<file path="src/rtl/alu_if.sv">
// Operand/result bundle between the Mips16 decode logic and the execute-stage ALU.
// The master side supplies the operands and the decoded instruction fields.
// The slave side (the ALU) returns the registered result and the zero flag.
interface alu_if;

    logic [15:0] data_1;
    logic [15:0] data_2;
    logic [2:0]  opcode;
    logic [3:0]  funct;
    logic [15:0] alu_result;
    logic        zero;

    modport master (
        output data_1,
        output data_2,
        output opcode,
        output funct,
        input  alu_result,
        input  zero
    );

    modport slave (
        input  data_1,
        input  data_2,
        input  opcode,
        input  funct,
        output alu_result,
        output zero
    );

endinterface

</file>
<file path="src/rtl/alu.sv">
// Mips16 execute-stage ALU.
// Decodes opcode/funct into one arithmetic, logic, compare or shift operation.
// The result and zero flag are registered together, so they appear one clock after the inputs.
// Arithmetic wraps modulo 2^16; carry and overflow are dropped.
// Shifts use only the low four bits of operand B.
module alu #(
    parameter int WIDTH = 16
) (
    input  logic  clk,
    input  logic  rst,
    alu_if.slave  bus
);

    typedef enum logic [2:0] {
        OP_RTYPE = 3'd0,
        OP_ADDI  = 3'd1,
        OP_ANDI  = 3'd2,
        OP_ORI   = 3'd3,
        OP_SLTI  = 3'd4,
        OP_BEQ   = 3'd5,
        OP_BNE   = 3'd6,
        OP_MEM   = 3'd7
    } opcode_e;

    typedef enum logic [3:0] {
        FN_ADD  = 4'd0,
        FN_SUB  = 4'd1,
        FN_AND  = 4'd2,
        FN_OR   = 4'd3,
        FN_XOR  = 4'd4,
        FN_NOR  = 4'd5,
        FN_SLT  = 4'd6,
        FN_SLTU = 4'd7,
        FN_SLL  = 4'd8,
        FN_SRL  = 4'd9,
        FN_SRA  = 4'd10
    } funct_e;

    logic [WIDTH-1:0] w_opA;
    logic [WIDTH-1:0] w_opB;
    logic [3:0]       w_shamt;
    logic             w_signedLess;
    logic             w_unsignedLess;
    logic [WIDTH-1:0] w_sum;
    logic [WIDTH-1:0] w_diff;
    logic [WIDTH-1:0] w_nextResult;
    logic             w_nextZero;

    logic [WIDTH-1:0] r_result;
    logic             r_zero;

    assign w_opA   = bus.data_1;
    assign w_opB   = bus.data_2;
    assign w_shamt = bus.data_2[3:0];

    // Shared adder, subtractor and comparators reused by several opcodes.
    always_comb begin
        w_sum          = w_opA + w_opB;
        w_diff         = w_opA - w_opB;
        w_signedLess   = $signed(w_opA) < $signed(w_opB);
        w_unsignedLess = w_opA < w_opB;
    end

    // Decode opcode/funct into the next result; undefined functs give zero.
    always_comb begin
        w_nextResult = '0;
        case (opcode_e'(bus.opcode))
            OP_RTYPE: begin
                case (funct_e'(bus.funct))
                    FN_ADD:  w_nextResult = w_sum;
                    FN_SUB:  w_nextResult = w_diff;
                    FN_AND:  w_nextResult = w_opA & w_opB;
                    FN_OR:   w_nextResult = w_opA | w_opB;
                    FN_XOR:  w_nextResult = w_opA ^ w_opB;
                    FN_NOR:  w_nextResult = ~(w_opA | w_opB);
                    FN_SLT:  w_nextResult = {{(WIDTH-1){1'b0}}, w_signedLess};
                    FN_SLTU: w_nextResult = {{(WIDTH-1){1'b0}}, w_unsignedLess};
                    FN_SLL:  w_nextResult = w_opA << w_shamt;
                    FN_SRL:  w_nextResult = w_opA >> w_shamt;
                    FN_SRA:  w_nextResult = WIDTH'($signed(w_opA) >>> w_shamt);
                    default: w_nextResult = '0;
                endcase
            end
            OP_ADDI: w_nextResult = w_sum;
            OP_ANDI: w_nextResult = w_opA & w_opB;
            OP_ORI:  w_nextResult = w_opA | w_opB;
            OP_SLTI: w_nextResult = {{(WIDTH-1){1'b0}}, w_signedLess};
            OP_BEQ:  w_nextResult = w_diff;
            OP_BNE:  w_nextResult = w_diff;
            OP_MEM:  w_nextResult = w_sum;
            default: w_nextResult = '0;
        endcase
    end

    // The zero flag is derived from the same next result so both registers always agree.
    always_comb begin
        w_nextZero = (w_nextResult == '0);
    end

    // Result register; a reset edge forces a zero result with the zero flag set.
    always_ff @(posedge clk) begin
        if (rst) begin
            r_result <= '0;
            r_zero   <= 1'b1;
        end else begin
            r_result <= w_nextResult;
            r_zero   <= w_nextZero;
        end
    end

    assign bus.alu_result = r_result;
    assign bus.zero       = r_zero;

endmodule

</file>
<file path="src/flat_wrapper.sv">
// flat-port wrapper written by rule: the top's interface ports become plain ports
module alu_flat 
#(
    parameter int WIDTH = 16
)
  (clk, rst, bus_data_1, bus_data_2, bus_opcode, bus_funct, bus_alu_result, bus_zero);
  alu_if bus_i ();
  input  logic clk;
  input  logic rst;
  input wire logic [$bits(bus_i.data_1)-1:0] bus_data_1;
  input wire logic [$bits(bus_i.data_2)-1:0] bus_data_2;
  input wire logic [$bits(bus_i.opcode)-1:0] bus_opcode;
  input wire logic [$bits(bus_i.funct)-1:0] bus_funct;
  output wire logic [$bits(bus_i.alu_result)-1:0] bus_alu_result;
  output wire logic [$bits(bus_i.zero)-1:0] bus_zero;
  assign bus_i.data_1 = bus_data_1;
  assign bus_i.data_2 = bus_data_2;
  assign bus_i.opcode = bus_opcode;
  assign bus_i.funct = bus_funct;
  assign bus_alu_result = bus_i.alu_result;
  assign bus_zero = bus_i.zero;
  alu #(.WIDTH(WIDTH)) u_core (.clk(clk), .rst(rst), .bus(bus_i));
endmodule
</file>
<file path="config.mk">
export PLATFORM = sky130hd
export DESIGN_NAME = alu_flat
export DESIGN_NICKNAME = d
export VERILOG_FILES = /design/src/rtl/alu_if.sv /design/src/rtl/alu.sv /design/src/flat_wrapper.sv
export SDC_FILE = /design/constraint.sdc
export NUM_CORES = 1
export LEC_CHECK = 0
export ABC_CLOCK_PERIOD_IN_PS = 4250
export BUFFER_PORTS_ARGS = -buffer_cell sky130_fd_sc_hd__buf_2
export CAP_MARGIN = 10
export CORE_MARGIN = 10
export CORE_UTILIZATION = 50
export DETAILED_ROUTE_END_ITERATION = 7
export GPL_TIMING_DRIVEN = 0
export PLACE_DENSITY = 0.7
export RECOVER_POWER = 25
export SLEW_MARGIN = 20
export SYNTH_ARGS = -nofsm -noshare
export SYNTH_HDL_FRONTEND = slang
export SYNTH_SLANG_ARGS = --single-unit
</file>
<file path="constraint.sdc">
create_clock -name clk -period 4.25 [get_ports clk]
set_input_delay 0.425 -clock clk [delete_from_list [all_inputs] [get_ports clk]]
set_output_delay 0.425 -clock clk [all_outputs]
set_load 0.01 [all_outputs]
</file>
**Word level (Yosys, flattened, before mapping)**

Cells that the tools add are included.

- Output and inout bits: 17
- Bits in registers: 17
- Input port bits: 41
- Word-level logic and storage cells: 37

- $lt $le $gt $ge: 2
- $add $sub $neg: 2
- Reduce and logical (&&, ||, !) cells: 5
- Eq/ne operators: 17
- Multiplexer cells: 2
- Shift operators: 3
- Bitwise logic cells: 4

Operators with widths:

| cell | count |
|---|---|
| $pmux 16 s11 | 1 |
| $pmux 16 s6 | 1 |
| $lt 16x16->1 | 2 |
| $add 16x16->16 | 1 |
| $and 16x16->16 | 1 |
| $eq 4x3->1 const B | 4 |
| $logic_not 16->1 | 1 |
| $not 16->16 | 1 |
| $or 16x16->16 | 1 |
| $shl 16x4->16 | 1 |
| $shr 16x4->16 | 1 |
| $sshr 16x4->16 | 1 |
| $sub 16x16->16 | 1 |
| $xor 16x16->16 | 1 |
| $eq 3x3->1 const B | 4 |
| $eq 4x4->1 const B | 3 |
| $eq 4x2->1 const B | 2 |
| $eq 3x2->1 const B | 2 |
| $eq 4x1->1 const B | 1 |
| $logic_not 4->1 | 1 |
| $reduce_or 2->1 | 2 |
| $eq 3x1->1 const B | 1 |
| $logic_not 3->1 | 1 |

**Logic depth before layout (Yosys ltp)**

Gate-level depths: netlist of the first run.

- Depth in word-level cells: 5
- Gate-level depth with buffers: 14
- Mapped depth without buffers: 13

**Worst setup path before layout of the first run**

OpenSTA, ideal clock, no wires.

- Path kind: input -> register
- Start: input bus_data_2[2]
- End: register u_core.r_zero (netlist: u_core.bus.zero)
- Setup slack: 650 ps
- Library setup time: 96 ps
- Cell stages on the path: 13
- Arrival time: 3505 ps
- Data required time: 4154 ps
- Cells stage by stage: buf_2 inv_1 clkbuf_1 ha_1 nand2b_1 a2111o_1 nand2_1 a31oi_1 a221o_1 a211o_1 a221oi_4 nand4_1 o41ai_2

- Word-level cells in the longest chain between the ends: 5
- Elaborated cells between the ends (all ways): 14

Ends and longest elaborated chain:

| what | RTL line | RTL |
|---|---|---|
| start, declared | flat_wrapper.sv:11 | `input wire logic [$bits(bus_i.data_2)-1:0] bus_data_2;` |
| parallel branches: the longest is 3 deep, another holds $sub 16x16->16 | -- |  |
| $pmux 16 s6 (*) | alu.sv:67 | `case (opcode_e'(bus.opcode))` |
| $logic_not 16->1 (*) | alu.sv:97 | `w_nextZero = (w_nextResult == '0);` |
| end signal, assigned | alu.sv:107 | `r_zero <= w_nextZero;` |
| end, declared | alu.sv:50 | `logic r_zero;` |

Mark *: on every way between the ends.
A chain may end at the register's enable or synchronous reset.

**Worst setup path after layout of the first run**

- Start: input bus_data_1[9]
- End: register u_core.r_zero (netlist: u_core.bus.zero)

- Word-level cells in the longest chain between the ends: 5
- Elaborated cells between the ends (all ways): 14

Ends and longest elaborated chain:

| what | RTL line | RTL |
|---|---|---|
| start, declared | flat_wrapper.sv:10 | `input wire logic [$bits(bus_i.data_1)-1:0] bus_data_1;` |
| parallel branches: the longest is 3 deep, another holds $sub 16x16->16 | -- |  |
| $pmux 16 s6 (*) | alu.sv:67 |  |
| $logic_not 16->1 (*) | alu.sv:97 |  |

Marked as above.

==> impl_metrics.toml, run 1 <==
[synthesis]
syn_area_per_cell_um2 = 7.30
synth_seq_cells = 17
synth_cell_types = 75
seq_area_frac_synth_pct = 5.98
async_flop_share_pct = 0
ys_top_cells_by_area = "ha_1 (11%), mux4_2 (7.9%), dfxtp_1 (6.0%)"
synth_nets = 872
synth_largest_area_cell = "ha_1"
synth.top_cell.area_share_pct = 10.8
synth-edff-count = 0
synthCells = 780
yosys_warnings = 0
ys.flop_type = "dfxtp_1"
netlist_area_um2 = 5690

[layout]
final_util_pct = 56.9
antenna-diode-count = 0
final_nets = 932
drive_gt1_share_pct = 15.3
syn2layout_area_growth_pct = 9.78

[routing]
drt_iter0_markers = 1160
ant_nets = 0
routed_wl_um = 25800
via_per_inst = 7.28
firstDrtPassIters = 6
drc = 0
num_vias = 7131
wire_per_inst_um = 26.3

[timing]
fin_crit_ps = 4120
hold_viol = 0
setup_violations = 0
rsz0062_at_grt = "false"
whs_ps = 390
tightestPinTransition_ps = 989
slew_violations = 0
tns_ps = 0
slew_headroom_pct = 33.9
period_share_pct = 96.9
fmax_ghz = 0.243

[power]
power_frac_comb_pct = 69.1
clkPwrFrac_pct = 15.5
power.share.sequential_pct = 15.3
power.leakage_nw = 2.57
p_per_area_nw_per_um2 = 189
swShare_pct = 49.5
irDropWorstVdd_v = 0.000291
power_mw = 1.18
p_sw_mw = 0.586
intPower_mw = 0.597

[setup_path]
cp_data_arrival_time_ps = 4260
cp.required_ps = 4390
critPathLaunch = "bus_data_1[9]"
critPathSlowestCell = "clkbuf_1"
endpoint = "u_core.bus.zero$_SDFF_PP1_"
crit_chain = "buf_2 -> clkbuf_1 -> inv_1 -> ha_1 -> buf_2 -> nor2_1 -> nand2_1 -> a21oi_1 -> o21ai_1 -> a221o_1 -> a221o_1 -> a21oi_1 -> nand4_1 -> o41ai_2"
end_kind = "flip-flop"
cp_max_fo = 10
slowest_delay_ps = 450
cp-start-kind = "primary input"
path_class = "primary input to flip-flop"

[run_status]
status = "complete, no violations"

[die]
rows = 38
coreArea_um2 = 11000
start_util_pct = 51.8
die_h_um = 127
die-area_um2 = 16100
die_x_um = 127
pin_count = 58

[placed_design]
dpl.hpwl_um = 20600
port_buffers = 56
gp_congestion = 1.14

[clocking]
cts_tree = "done"
clk_pin_slew_ps = 50
max-clock-path-buffers = 2
htreeDepth = 1
ctsHoldBuffers = 0
root_buffer = "clkbuf_16"
clock_sinks = 17
cts_made_buffers = 3

[worst_hold_path]
hold_path_class = "primary input to flip-flop"
min_from = "rst"

[global_routing]
first_global_vias = 6597
grt_usage_pct = 29.7
grt_max_degree = 17
antenna_found_initial = 0
grt_pass1_wl_um = 38500
grt_overflow = 0

[job]
drv_cap = 0
metrics by stage:
stage               cell area [µm²]  setup WS [ps]  cells
floorplan                      5690            650    780
global placement               6150           -490    976
detailed placement             6160           -498    977
CTS                            6250           7.07    981
global route                   6250           12.3    979
finish                         6250            130    979
synth_stat cells, drive strengths merged, types with 5 or more instances:
library cell / number
a211oi: 19
and2: 10
nor2b: 13
nor3: 24
xnor2: 10
o21ai: 44
ha: 49
a21oi: 51
o221ai: 12
nor4: 7
mux2i: 32
a31oi: 13
inv: 50
a32oi: 5
a21o: 9
nand2b: 14
o211ai: 6
buf: 30
a22oi: 7
a2111oi: 5
o221a: 5
mux4: 24
o22ai: 11
nand2: 68
dfxtp: 17
o31ai: 8
o21a: 8
or2: 5
a221oi: 12
clkbuf: 33
nand3: 22
nor2: 70
a221o: 9
nand3b: 6
layout make-up:
| class | instances | area, µm² |
|---|---|---|
| tap | 140 | 175 |
| fill | 1077 | 4730 |
| sequential | 17 | 340 |
| buffer | 60 | 278 |
| timing repair buffer | 58 | 285 |
| inverter | 52 | 199 |
| clock buffer | 4 | 78.8 |
| multi-input combinational | 648 | 4890 |
worst max-delay path: cells and delay by family:
family,cells,cell delay (ps)
compound gates,6,1940
fa+ha+maj,1,290
buf+inv,4,920
simple gates,3,680
cell families (layout without fill, tap and decap cells):
| family | Yosys count | in the layout | synth area share, % |
|---|---|---|---|
| AO/OA/AOI/OAI | 265 | 265 | 33.6 |
| AND/OR/NAND/NOR | 260 | 260 | 22.5 |
| buffers and inverters | 115 | 174 | 8.48 |
| multiplexers | 59 | 59 | 16.0 |
| adder cells (fa/ha/maj) | 51 | 51 | 11.5 |
| flip-flops | 17 | 17 | 5.98 |
| XOR/XNOR | 13 | 13 | 2.00 |
layer usage:
| layer | track usage [%] | vias up | wire, µm |
|---|---|---|---|
| met2 | 46.4 | 603 | 11400 |
| met1 | 37.2 | 3303 | 9500 |
| li1 | - | 3084 | - |
| met3 | 6.50 | 141 | 3360 |
| met4 | 16.1 | 0 | 1530 |
| met5 | 0 | - | 0 |
cells in the final DEF (no fill, tap or decap), drive strengths merged, types with 9 or more instances in the layout:
cell type / instances
buf: 80
nor2: 70
nand2: 68
a21oi: 51
inv: 49
ha: 49
o21ai: 44
clkbuf: 42
mux2i: 32
nor3: 24
mux4: 24
nand3: 22
a211oi: 19
dfxtp: 17
nand2b: 14
nor2b: 13
a31oi: 13
o221ai: 12
a221oi: 12
o22ai: 11
and2: 10
xnor2: 10
a221o: 9
a21o: 9
how the worst min path moves through the flow:
stage / to / slack, ps / cells after the start
after floorplan: u_core.bus.alu_result[4]$_SDFF_PP0_ / 490 / 1
after global placement: u_core.bus.alu_result[4]$_SDFF_PP0_ / 630 / 2
after detailed placement: u_core.bus.alu_result[4]$_SDFF_PP0_ / 640 / 2
after CTS: u_core.bus.alu_result[4]$_SDFF_PP0_ / 390 / 2
after global routing: u_core.bus.alu_result[6]$_SDFF_PP0_ / 390 / 2
final: u_core.bus.alu_result[4]$_SDFF_PP0_ / 390 / 2
flip-flops by register name, indices dropped and copies added (netlist names):
register / cells
u_core.bus.alu_result: 16
u_core.bus.zero: 1
power by group through the flow:
| stage | Combinational, mW | Clock [mW] | Sequential, mW |
|---|---|---|---|
| 4_1_cts | 0.780 | 0.182 | 0.181 |
| 6_report | 0.818 | 0.184 | 0.181 |
| 2_1_floorplan | 0.518 | 0 | 0.195 |
| 3_5_place_dp | 0.775 | 0 | 0.184 |
| 5_1_grt | 0.861 | 0.188 | 0.183 |
| 3_3_place_gp | 0.764 | 0 | 0.185 |
what timing repair did:
action | in CTS | in global routing
gates resized for setup | 1 | 4
buffers inserted | 1 | 0
gates cloned | 0 | 0
hold endpoints to repair | 0 | 0
endpoints found under the setup margin | 1 | 1
pin swaps | 0 | 0
No activity file was read; power rests on OpenSTA's default activity.
==> inputs of run 2 (changes only) <==
--- a/config.mk
+++ b/config.mk
@@ -9,10 +9,10 @@
 export BUFFER_PORTS_ARGS = -buffer_cell sky130_fd_sc_hd__buf_2
 export CAP_MARGIN = 10
 export CORE_MARGIN = 10
-export CORE_UTILIZATION = 50
+export CORE_UTILIZATION = 59
 export DETAILED_ROUTE_END_ITERATION = 7
 export GPL_TIMING_DRIVEN = 0
-export PLACE_DENSITY = 0.7
+export PLACE_DENSITY = 0.8
 export RECOVER_POWER = 25
 export SLEW_MARGIN = 20
 export SYNTH_ARGS = -nofsm -noshare
==> run 2 against run 1 <==
Critical path depth is the same; largest power group unchanged; clock power shrank 32%; non-clock buffer count grew 4; the flow now finishes with violations (DRC); first-iteration DRC count grew 28%; global-route usage grew 3.1 points; total power shrank 5.8%; worst hold slack lost 26 ps; setup slack lost 12 ps; sequential power is essentially flat; core utilization grew 9.7 points; clock-buffer cell count is the same; combinational power shrank 1%; highest routed layer unchanged.
==> impl_metrics.toml, run 2 (synthesized netlist as in run 1, its figures left out) <==
[global_routing]
antenna_found_initial = 0
grt_usage_pct = 32.8
grt_overflow = 0
first_global_vias = 6648
grt_pass1_wl_um = 37600
grt_max_degree = 18

[clocking]
root_buffer = "clkbuf_8"
clk_pin_slew_ps = 70
max-clock-path-buffers = 2
clock_sinks = 17
ctsHoldBuffers = 0
cts_tree = "done"
cts_made_buffers = 3
htreeDepth = 1

[timing]
slew_headroom_pct = 22.8
slew_violations = 0
fmax_ghz = 0.242
whs_ps = 365
period_share_pct = 97.2
setup_violations = 0
rsz0062_at_grt = "false"
fin_crit_ps = 4130
tightestPinTransition_ps = 1130
hold_viol = 0

[die]
die_h_um = 118
rows = 35
die_x_um = 118
die-area_um2 = 14000
pin_count = 58
start_util_pct = 61.0
coreArea_um2 = 9330

[layout]
area.sequential_um2 = 340
final_common_cell = "buf_2"
drive_gt1_share_pct = 15.4
antenna-diode-count = 0
syn2layout_area_growth_pct = 9.21
final_cell_mix = "buf_2 (71), nor2_1 (70), nand2_1 (68), a21oi_1 (51)"
fin_cells = 972
final_nets = 936
nFillCells = 875
final_area_um2 = 6220
final_util_pct = 66.7
multi_input_area_um2 = 4880
largest_register_ffs = 16

[placed_design]
placed_cells = 966
port_buffers = 56
place_area_um2 = 6150
dpl.hpwl_um = 19600
gp_congestion = 1.15

[setup_path]
cp_max_fo = 14
cp.required_ps = 4410
end_kind = "flip-flop"
path_class = "primary input to flip-flop"
cp_data_arrival_time_ps = 4290
cp-start-kind = "primary input"

[routing]
routed_wl_um = 24500
firstDrtPassIters = 8
drt_iter0_markers = 1488
wire_per_inst_um = 25.3
num_vias = 7225
via_per_inst = 7.43
drc = 2
ant_nets = 0

[power]
power_mw = 1.11
power.leakage_nw = 2.57
irDropWorstVdd_v = 0.000136
p_per_area_nw_per_um2 = 179

[worst_hold_path]
hold_path_class = "primary input to flip-flop"

[run_status]
violations = "DRC"
status = "finished, violations left"

[job]
drv_cap = 0
run 2: changes by cell type in the layout (fill, tap and decap cells not counted), moves of 2 or more:
cell,delta
clkbuf_8,+3
buf_4,+3
clkbuf_16,-3
clkbuf_1,+2
run 2: final timing paths:
kind / from / end / slack, ps / depth (start not counted)
max: bus_data_2[2] / u_core.bus.zero$_SDFF_PP1_ / 120 / 14
min: rst / u_core.bus.alu_result[4]$_SDFF_PP0_ / 360 / 2
run 2: cell type report:
class | count | area share [%]
multi-input cells | 648 | 78.5
flip-flops and latches | 17 | 5.47
repair buffers | 61 | 4.95
plain buffers | 61 | 4.51
inverters | 52 | 3.20
well taps | 129 | 2.60
clock buffers | 4 | 0.724
run 2: routing by layer:
layer	part of all wire, %	routed length [µm]	global-route usage [%]
met1	38	9410	42.8
met2	40	9940	48.7
met3	14	3440	8.52
met4	7.1	1750	16.1
met5	0	0	0
run 2: power breakdown:
| group | switching [mW] | internal [mW] | total, mW |
|---|---|---|---|
| logic | 0.513 | 0.294 | 0.807 |
| clock network | 0.0591 | 0.0667 | 0.126 |
| registers | 0.00407 | 0.177 | 0.182 |
run 2: through the flow:
stage | setup slack (ps) | setup TNS (ps)
3_3_place_gp | -512 | -743
5_1_grt | 8.90 | 0
6_report | 118 | 0
4_1_cts | 100 | 0
2_1_floorplan | 650 | 0
3_5_place_dp | -545 | -794
run 2: repair_timing:
action                                  CTS  global route
setup buffers                             0             4
endpoints found under the setup margin    1             1
gates resized for setup                   1             3
hold endpoints to repair                  0             0
run 2: critical path, stage by stage:
cell        delay, ps
buf_2              90
buf_2             290
clkinvlp_4        370
ha_1              420
buf_2             190
a21oi_1           310
nand2_1           220
a221o_1           370
a221o_1           350
a21oi_1           250
nand3_1           140
nor4b_2           350
nand4_1           170
o41ai_2           330
==> inputs of run 3 (changes only) <==
--- a/config.mk
+++ b/config.mk
@@ -8,11 +8,13 @@
 export ABC_CLOCK_PERIOD_IN_PS = 4250
 export BUFFER_PORTS_ARGS = -buffer_cell sky130_fd_sc_hd__buf_2
 export CAP_MARGIN = 10
-export CORE_MARGIN = 10
-export CORE_UTILIZATION = 59
+export CELL_PAD_IN_SITES_DETAIL_PLACEMENT = 0
+export CELL_PAD_IN_SITES_GLOBAL_PLACEMENT = 1
+export CORE_MARGIN = 3
+export CORE_UTILIZATION = 45
 export DETAILED_ROUTE_END_ITERATION = 7
 export GPL_TIMING_DRIVEN = 0
-export PLACE_DENSITY = 0.8
+export PLACE_DENSITY_LB_ADDON = 0.1
 export RECOVER_POWER = 25
 export SLEW_MARGIN = 20
 export SYNTH_ARGS = -nofsm -noshare
==> run 3 against run 2 <==
The flow now finishes without violations; final cell count up 4.3%; core utilization decreased by 15 points; highest routed layer unchanged; largest cell class unchanged; critical endpoint unchanged; worst hold slack gained 32 ps; sequential power about the same; routed wire length rose by 5.1%; critical path type unchanged; clock power increased by 50%.
==> impl_metrics.toml, run 3 (synthesized netlist as in run 1, its figures left out) <==
[clocking]
htreeDepth = 1
cts_made_buffers = 3
root_buffer = "clkbuf_16"
clk_pin_slew_ps = 60
cts_tree = "done"
clock_sinks = 17
max-clock-path-buffers = 2

[setup_path]
path_delay_family = "compound AO/OA/AOI/OAI gates"
slowest_delay_ps = 480
cp_max_fo = 11
cp_data_arrival_time_ps = 4340
critPathSlowestCell = "o21ai_0"
cp-start-kind = "primary input"
end_kind = "flip-flop"
crit_chain = "buf_2 -> buf_2 -> clkinvlp_4 -> ha_1 -> buf_2 -> a21oi_1 -> a21oi_1 -> o21ai_0 -> nand2_1 -> a221o_1 -> a221o_1 -> a21oi_1 -> nand4_1 -> o41ai_2"
cp.required_ps = 4400
worst-path-buf-inv = 4
path_class = "primary input to flip-flop"

[layout]
final_area_um2 = 6330
final_nets = 939
largest_register_ffs = 16
antenna-diode-count = 0
final_util_pct = 51.8
fin_cells = 1014
drive_gt1_share_pct = 16.1
final_common_cell = "buf_2"
nFillCells = 1298
syn2layout_area_growth_pct = 11.2
final_cell_mix = "buf_2 (71), nor2_1 (70), nand2_1 (68), a21oi_1 (50), ha_1 (49)"

[global_routing]
first_global_vias = 6393
grt_max_degree = 18
grt_overflow = 0
grt_usage_pct = 35.0
antenna_found_initial = 0
grt_pass1_wl_um = 38800

[timing]
setup_violations = 0
whs_ps = 397
tightestPinTransition_ps = 1030
slew_violations = 0
period_share_pct = 98.7
slew_headroom_pct = 30.8
hold_viol = 0
fmax_ghz = 0.238
fin_crit_ps = 4190

[power]
power.leakage_nw = 2.59
p_per_area_nw_per_um2 = 187
power_mw = 1.18
irDropWorstVdd_v = 0.000168

[placed_design]
gp_congestion = 1.02
dpl.hpwl_um = 20700
place_area_um2 = 6200
placed_cells = 1005
port_buffers = 56

[die]
pin_count = 58
die-area_um2 = 14000
rows = 40
coreArea_um2 = 12200
start_util_pct = 46.6
die_x_um = 118
die_h_um = 118

[routing]
wire_per_inst_um = 25.4
num_vias = 7144
drt_iter0_markers = 860
routed_wl_um = 25800
ant_nets = 0
drc = 0
firstDrtPassIters = 5
via_per_inst = 7.05

[job]
drv_cap = 0

[run_status]
status = "complete, no violations"

[worst_hold_path]
hold_path_class = "primary input to flip-flop"
run 3: changes by cell type in the layout (fill, tap and decap cells not counted), sizes merged:
cell	delta
clkinvlp	+2
inv	-1
buf	+3
clkbuf	-1
run 3: worst paths after layout:
check / start / end / slack (ps) / depth (start not counted)
worst max-delay path: bus_data_2[2] / u_core.bus.zero$_SDFF_PP1_ / 60 / 14
worst min-delay path: rst / u_core.bus.alu_result[6]$_SDFF_PP0_ / 400 / 2
run 3: timing repair:
action,CTS,global route
buffers inserted,0,7
endpoints found under the setup margin,1,1
gates resized for setup,0,5
hold buffers,0,0
run 3: final cells by class:
cell class	instances	area [µm²]	share of cell area (%)
inverter	52	206	3.26
buffer	61	280	4.43
sequential	17	340	5.38
clock buffer	3	75.1	1.19
multi-input combinational	648	4880	77.1
timing repair buffer	64	330	5.22
tap	168	210	3.32
clock inverter	1	5.00	0.0791
run 3: metal layers:
metal	GRT usage, %	share of wire, %	vias up
met5	0	0	-
met4	10.8	3.8	0
met3	7.46	13	69
met2	52.9	43	600
met1	49.6	40	3380
li1	-	-	3095
run 3: power breakdown:
part           switching (mW)  internal (mW)
logic                   0.516          0.295
registers             0.00374          0.178
clock network          0.0629          0.126
total                   0.582          0.599
run 3: per-stage QoR:
step | setup TNS (ps) | worst slack [ps]
after floorplan | 0 | 650
after CTS | 0 | 58.1
after global routing | -4.63 | -4.63
after detailed placement | -631 | -475
final | 0 | 55.0
after global placement | -568 | -433
